**src/rtl/ad9361_spi_seq.sv**
```systemverilog
// Command sequencer for the AD9361 SPI shift core: queues byte read/write requests,
// runs the core's level start/done handshake with a CS-high gap, and returns read data.
module ad9361_spi_seq #(
    parameter int CMD_DEPTH  = 4,
    parameter int GAP_CYCLES = 4,
    parameter int TIMEOUT    = 64
) (
    input  logic        i_clk,
    input  logic        i_reset,
    input  logic        s_cmd_valid,
    output logic        s_cmd_ready,
    input  logic        s_cmd_wr,
    input  logic [9:0]  s_cmd_addr,
    input  logic [7:0]  s_cmd_wdata,
    output logic        m_rsp_valid,
    input  logic        m_rsp_ready,
    output logic [9:0]  m_rsp_addr,
    output logic [7:0]  m_rsp_rdata,
    output logic        m_rsp_timeout,
    output logic [23:0] o_core_data,
    output logic        o_core_start,
    input  logic        i_core_done,
    input  logic [7:0]  i_core_rdata,
    output logic        o_busy,
    output logic        o_err_timeout
);
    localparam int PTR_W = (CMD_DEPTH > 1) ? $clog2(CMD_DEPTH) : 1;
    localparam int CNT_W = PTR_W + 1;
    localparam int TMR_W = $clog2(TIMEOUT + 1);
    localparam int GAP_W = $clog2(GAP_CYCLES + 1);
    localparam logic [CNT_W-1:0] DEPTH_C  = CNT_W'(CMD_DEPTH);
    localparam logic [TMR_W-1:0] TMR_LAST = TMR_W'(TIMEOUT - 1);
    localparam logic [GAP_W-1:0] GAP_LAST = GAP_W'(GAP_CYCLES - 1);

    typedef enum logic [2:0] {
        IDLE    = 3'd0,
        START   = 3'd1,
        RELEASE = 3'd2,
        GAP     = 3'd3,
        RESP    = 3'd4
    } state_t;

    state_t             state_q, state_d;
    logic [PTR_W-1:0]   wr_ptr_q, wr_ptr_d;
    logic [PTR_W-1:0]   rd_ptr_q, rd_ptr_d;
    logic [CNT_W-1:0]   count_q, count_d;
    logic               ready_q, ready_d;
    logic               busy_q, busy_d;
    logic [23:0]        core_data_q, core_data_d;
    logic               start_q, start_d;
    logic [TMR_W-1:0]   timer_q, timer_d;
    logic [GAP_W-1:0]   gap_q, gap_d;
    logic               timed_out_q, timed_out_d;
    logic               err_q, err_d;
    logic               rsp_valid_q, rsp_valid_d;
    logic [9:0]         rsp_addr_q, rsp_addr_d;
    logic [7:0]         rsp_rdata_q, rsp_rdata_d;
    logic               rsp_timeout_q, rsp_timeout_d;

    // Entry layout: {wr, addr[9:0], wdata[7:0]}
    logic [18:0]        fifo_mem [CMD_DEPTH];
    logic [18:0]        head;
    logic               push;
    logic               pop;
    logic               cur_is_read;

    assign head        = fifo_mem[rd_ptr_q];
    assign push        = s_cmd_valid && ready_q;
    assign cur_is_read = !core_data_q[23];

    always_ff @(posedge i_clk) begin
        if (push) begin
            fifo_mem[wr_ptr_q] <= {s_cmd_wr, s_cmd_addr, s_cmd_wdata};
        end
    end

    always_comb begin
        state_d       = state_q;
        wr_ptr_d      = wr_ptr_q;
        rd_ptr_d      = rd_ptr_q;
        count_d       = count_q;
        core_data_d   = core_data_q;
        start_d       = 1'b0;
        timer_d       = timer_q;
        gap_d         = gap_q;
        timed_out_d   = timed_out_q;
        err_d         = err_q;
        rsp_valid_d   = rsp_valid_q;
        rsp_addr_d    = rsp_addr_q;
        rsp_rdata_d   = rsp_rdata_q;
        rsp_timeout_d = rsp_timeout_q;
        pop           = 1'b0;

        unique case (state_q)
            IDLE: begin
                if (count_q != '0) begin
                    pop         = 1'b1;
                    core_data_d = {head[18], 5'b00000, head[17:8],
                                   head[18] ? head[7:0] : 8'h00};
                    timer_d     = '0;
                    timed_out_d = 1'b0;
                    state_d     = START;
                end
            end
            START: begin
                start_d = 1'b1;
                // Done and the timer are only meaningful once start is visible to the core.
                if (start_q) begin
                    if (i_core_done) begin
                        start_d = 1'b0;
                        if (cur_is_read) begin
                            rsp_addr_d    = core_data_q[17:8];
                            rsp_rdata_d   = i_core_rdata;
                            rsp_timeout_d = 1'b0;
                        end
                        state_d = RELEASE;
                    end else if (timer_q == TMR_LAST) begin
                        start_d     = 1'b0;
                        err_d       = 1'b1;
                        timed_out_d = 1'b1;
                        if (cur_is_read) begin
                            rsp_addr_d    = core_data_q[17:8];
                            rsp_rdata_d   = 8'h00;
                            rsp_timeout_d = 1'b1;
                        end
                        state_d = RELEASE;
                    end else begin
                        timer_d = timer_q + TMR_W'(1);
                    end
                end
            end
            RELEASE: begin
                if (timed_out_q || !i_core_done) begin
                    gap_d   = '0;
                    state_d = GAP;
                end
            end
            GAP: begin
                if (gap_q == GAP_LAST) begin
                    rsp_valid_d = cur_is_read;
                    state_d     = cur_is_read ? RESP : IDLE;
                end else begin
                    gap_d = gap_q + GAP_W'(1);
                end
            end
            RESP: begin
                if (m_rsp_ready) begin
                    rsp_valid_d = 1'b0;
                    state_d     = IDLE;
                end
            end
            default: begin
                state_d = IDLE;
            end
        endcase

        if (push) begin
            wr_ptr_d = wr_ptr_q + PTR_W'(1);
        end
        if (pop) begin
            rd_ptr_d = rd_ptr_q + PTR_W'(1);
        end
        unique case ({push, pop})
            2'b10:   count_d = count_q + CNT_W'(1);
            2'b01:   count_d = count_q - CNT_W'(1);
            default: count_d = count_q;
        endcase

        ready_d = (count_d != DEPTH_C);
        busy_d  = (count_d != '0) || (state_d != IDLE);
    end

    always_ff @(posedge i_clk) begin
        if (i_reset) begin
            state_q       <= IDLE;
            wr_ptr_q      <= '0;
            rd_ptr_q      <= '0;
            count_q       <= '0;
            ready_q       <= 1'b1;
            busy_q        <= 1'b0;
            core_data_q   <= '0;
            start_q       <= 1'b0;
            timer_q       <= '0;
            gap_q         <= '0;
            timed_out_q   <= 1'b0;
            err_q         <= 1'b0;
            rsp_valid_q   <= 1'b0;
            rsp_addr_q    <= '0;
            rsp_rdata_q   <= '0;
            rsp_timeout_q <= 1'b0;
        end else begin
            state_q       <= state_d;
            wr_ptr_q      <= wr_ptr_d;
            rd_ptr_q      <= rd_ptr_d;
            count_q       <= count_d;
            ready_q       <= ready_d;
            busy_q        <= busy_d;
            core_data_q   <= core_data_d;
            start_q       <= start_d;
            timer_q       <= timer_d;
            gap_q         <= gap_d;
            timed_out_q   <= timed_out_d;
            err_q         <= err_d;
            rsp_valid_q   <= rsp_valid_d;
            rsp_addr_q    <= rsp_addr_d;
            rsp_rdata_q   <= rsp_rdata_d;
            rsp_timeout_q <= rsp_timeout_d;
        end
    end

    assign s_cmd_ready   = ready_q;
    assign m_rsp_valid   = rsp_valid_q;
    assign m_rsp_addr    = rsp_addr_q;
    assign m_rsp_rdata   = rsp_rdata_q;
    assign m_rsp_timeout = rsp_timeout_q;
    assign o_core_data   = core_data_q;
    assign o_core_start  = start_q;
    assign o_busy        = busy_q;
    assign o_err_timeout = err_q;

endmodule

```
**config.mk**
```make
export PLATFORM = sky130hd
export DESIGN_NAME = ad9361_spi_seq
export DESIGN_NICKNAME = d
export VERILOG_FILES = /design/src/rtl/ad9361_spi_seq.sv
export SDC_FILE = /design/constraint.sdc
export NUM_CORES = 1
export LEC_CHECK = 0
export ABC_CLOCK_PERIOD_IN_PS = 6200
export BUFFER_PORTS_ARGS = -buffer_cell sky130_fd_sc_hd__buf_2
export CAP_MARGIN = 5
export CORE_MARGIN = 1
export CORE_UTILIZATION = 30
export CTS_BUF_LIST = sky130_fd_sc_hd__clkbuf_4
export CTS_CLUSTER_SIZE = 16
export DETAILED_ROUTE_END_ITERATION = 10
export SKIP_LAST_GASP = 1
export SLEW_MARGIN = 20
export SYNTH_ARGS = -nofsm -noshare
export SYNTH_HDL_FRONTEND = slang
export SYNTH_SLANG_ARGS = --single-unit
```
**constraint.sdc**
```tcl
create_clock -name i_clk -period 6.2 [get_ports i_clk]
set_input_delay 0.62 -clock i_clk [delete_from_list [all_inputs] [get_ports i_clk]]
set_output_delay 0.62 -clock i_clk [all_outputs]
set_load 0.01 [all_outputs]
```
==> metrics.cfg <==
[setup_path]
worst_setup_path_end_kind=flip-flop
worstSetupPathType=reg2reg
cp_data_required_time_ns=6.65
cp_slowest_cell=sky130_fd_sc_hd__dfxtp_1
critPathTopFamily=simple AND/OR/NAND/NOR gates
cp-start-kind=flip-flop
worst_r2r_startpoint=state_q[0]$_SDFF_PP0_
crit-reg2reg-capture=o_busy$_SDFF_PP0_
cp_common_cell=sky130_fd_sc_hd__inv_1
critical_path_arrival_ns=3.58
slowest_delay_ns=0.42
cp_num_buf_inv=2
worst-path-max-fanout=15
r2r_setup_slack_ns=3.08
ff2ff_path_depth=10
crit_chain=nor3_1, nand2_1, inv_1, ha_1, inv_1, fa_1, xor2_1, or3_1, and2_1, a41oi_1

[detailed_routing]
dr.pass1.iters=4
postRouteAntennaNets=0
drt_iter0_markers=187
routed-via-count=3436
avgViaCountPerCell=4.66
routedWlPerCell_um=14.9
remaining_drc_errors=0
totalWireLength_mm=11.0

[layout]
drive_gt1_frac=0.266
post-route-cell-area_sq_um=6340
instances_no_fill=737
area_delta_synth_final_pct=14.7
fin_nets=535
postLayoutCoreUtil=0.352
layout.filler_cells=1788

[timing]
maxSlewViolCount=0
finalWorstPathRequiredPeriod_ns=3.12
slew_headroom=0.301
totalNegativeSetupSlack_ns=0
min_period_over_period=0.504
maxClockFrequency_mhz=320
fin_worst_skew_ns=0.0230
grt_setup_unrepaired=false
finalHoldViolCount=0
slew_at_the_pin_closest_to_its_max_slew_limit_ns=1.05
setup_violations=0

[place]
detailed_place.area_sq_um=6080
port_buffer_count=74
dp_hpwl_mm=7.42
dp_cells=704
gp_congestion=0.730

[global_route]
global_route_wire_length_before_repair_mm=17.2
grt_max_degree=38
total_routing_resource_utilization_after_global_routing=0.125
grt_remaining_overflow=0
initial_antenna_violation_count=2
first_global_vias=3303

[min_path]
hp-start=s_cmd_addr[5]
min_delay_path_depth=1
min-delay-path-class=in2reg
hold-path-endpoint=fifo_mem[2][13]$_DFFE_PP_

[floorplanning]
placementRows=49
dieWidth_um=138
floorplan.die.height_um=138
initial_core_util=0.307
ios=80
floorplan.core_area_sq_um=18000
dieArea_sq_um=19000

[clock_tree]
insertion_delay_ns=0.53
tritoncts=done
clock_sinks=142
cts_made_buffers=17
cts.repair_timing.setup_buffer_count=0
number_of_levels_in_the_clock_h_tree=4
cts_resized=0
post_cts_hold_buffer_count=0
clk_tree_root_cell=sky130_fd_sc_hd__clkbuf_4
max-clock-path-buffers=2
clkSlewWorstSetupHoldPaths_ns=0.13

[synth]
number_of_distinct_library_cells_after_synthesis=53
synth-edff-count=76
yosys.area_share.adder=0.0217
synth_top_family_by_area=simple AND/OR/NAND/NOR gates
synth_compound_gate_area_share=0.0695
synth_seq_cells=142
synth-seq-area-share=0.652
yosys-mux-area-fraction=0.0992
postSynthCellCount=419
synthesis.area_per_instance_sq_um=13.2
post_synth_xor_xnor_area=0.00634
netlist_area_sq_um=5530
synth_simple_gate_area_share=0.113
synth-warning-count=0
asyncSetResetFlopFracSynth=0
synth_ff_type=sky130_fd_sc_hd__edfxtp_1

[run]
max_capacitance_violation_total=0

[power]
peakVddDrop_uv=176
total_leakage_power_nw=2.32
powerDensity_nw_per_um2=378

[run_status]
status=completed

## layer usage
layer | track usage | routed length, um | vias up
met5 | 0 | 13 | -
li1 | - | - | 1675
met1 | 0.148 | 4940 | 1668
met2 | 0.202 | 5330 | 81
met3 | 0.0453 | 594 | 10
met4 | 0.0537 | 120 | 2
## per-stage QoR
stage | total power, mW | hold slack, ns | setup WS [ns]
global route | 2.55 | 0.220 | 2.73
detailed placement | 1.90 | 0.442 | 3.08
CTS | 2.44 | 0.215 | 3.04
floorplan | 1.71 | 0.432 | 3.64
finish | 2.40 | 0.289 | 3.08
global placement | 1.87 | 0.437 | 3.16
## cell type report
| class | count | area, sq um | share of cell area |
|---|---|---|---|
| flip-flops and latches | 142 | 3600 | 0.569 |
| multi-input cells | 238 | 1730 | 0.273 |
| repair buffers | 76 | 385 | 0.0608 |
| well taps | 229 | 287 | 0.0452 |
| clock buffers | 18 | 135 | 0.0213 |
| clock inverters | 14 | 120 | 0.0190 |
| inverters | 19 | 71.3 | 0.0113 |
| diodes | 1 | 2.50 | 0.000395 |
## worst register-to-register path, delay by kind of cell (launching register included)
kind	cells	cell delay, ns
flip-flops	1	0.42
XOR/XNOR	1	0.16
adder cells (fa/ha/maj)	2	0.65
AND/OR/NAND/NOR	4	1.19
AO/OA/AOI/OAI	1	0.16
buffers and inverters	2	0.48
## how the worst max path moves through the flow
stage / end / slack, ns / cells past startpoint / from
CTS: o_busy$_SDFF_PP0_ / 3.04 / 10 / state_q[0]$_SDFF_PP0_
detailed placement: o_busy$_SDFF_PP0_ / 3.08 / 10 / state_q[0]$_SDFF_PP0_
floorplan: o_busy$_SDFF_PP0_ / 3.64 / 12 / state_q[0]$_SDFF_PP0_
global placement: o_busy$_SDFF_PP0_ / 3.16 / 10 / state_q[0]$_SDFF_PP0_
finish: o_busy$_SDFF_PP0_ / 3.08 / 10 / state_q[0]$_SDFF_PP0_
global route: s_cmd_ready$_SDFF_PP1_ / 2.73 / 10 / state_q[0]$_SDFF_PP0_
## synth_stat cells, types with 4 or more instances
cell,n,share of area
sky130_fd_sc_hd__ha_1,8,0.018
sky130_fd_sc_hd__mux2i_1,12,0.022
sky130_fd_sc_hd__dfxtp_1,66,0.24
sky130_fd_sc_hd__buf_2,8,0.0072
sky130_fd_sc_hd__a21oi_1,28,0.025
sky130_fd_sc_hd__clkbuf_1,7,0.0048
sky130_fd_sc_hd__nor2_1,12,0.0081
sky130_fd_sc_hd__nand3_1,17,0.015
sky130_fd_sc_hd__and3_1,4,0.0045
sky130_fd_sc_hd__o21ai_0,19,0.017
sky130_fd_sc_hd__edfxtp_1,76,0.41
sky130_fd_sc_hd__mux4_2,19,0.077
sky130_fd_sc_hd__nand2_1,63,0.043
sky130_fd_sc_hd__inv_1,18,0.012
sky130_fd_sc_hd__buf_4,7,0.0095
## sequential cells by signal, indices dropped and copies added (netlist names), named ones only
| name | cells |
|---|---|
| count_q | 3 |
| fifo_mem | 76 |
| gap_q | 3 |
| m_rsp_addr | 10 |
| m_rsp_rdata | 8 |
| m_rsp_timeout | 1 |
| m_rsp_valid | 1 |
| o_busy | 1 |
| o_core_data | 19 |
| o_core_start | 1 |
| o_err_timeout | 1 |
| rd_ptr_q | 2 |
| s_cmd_ready | 1 |
| state_q | 3 |
| timed_out_q | 1 |
| timer_q | 7 |
| wr_ptr_q | 2 |
## power by group
part	leakage, nW	switching [mW]	internal [mW]
sequential	1.23	0.0892	1.13
combinational	0.946	0.373	0.275
clock	0.136	0.330	0.203
## kinds of logic after synthesis
logic type	Yosys count
fa+ha+maj	9
simple gates	124
buf+inv	43
compound gates	65
xor+xnor	4
mux	31
other cells	1
flops	142
## placed cells by master (no fill, tap or decap), types with 3 or more instances in the layout
cell / netlist / layout
sky130_fd_sc_hd__mux2i_1: 12 / 12
sky130_fd_sc_hd__and3_1: 4 / 4
sky130_fd_sc_hd__clkbuf_4: 0 / 18
sky130_fd_sc_hd__or3_1: 3 / 3
sky130_fd_sc_hd__a31oi_1: 3 / 3
sky130_fd_sc_hd__conb_1: 1 / 5
sky130_fd_sc_hd__dfxtp_1: 66 / 66
sky130_fd_sc_hd__inv_6: 0 / 3
sky130_fd_sc_hd__o21ai_0: 19 / 19
sky130_fd_sc_hd__nor2_1: 12 / 12
sky130_fd_sc_hd__edfxtp_1: 76 / 76
sky130_fd_sc_hd__a21oi_1: 28 / 28
sky130_fd_sc_hd__nand2_1: 63 / 63
sky130_fd_sc_hd__inv_1: 18 / 18
sky130_fd_sc_hd__nor2b_1: 3 / 3
sky130_fd_sc_hd__clkinvlp_4: 0 / 3
sky130_fd_sc_hd__nand3_1: 17 / 17
sky130_fd_sc_hd__mux4_2: 19 / 19
sky130_fd_sc_hd__buf_2: 8 / 74
sky130_fd_sc_hd__clkinv_2: 0 / 4
sky130_fd_sc_hd__ha_1: 8 / 8
No activity file was read; power rests on OpenSTA's default activity.
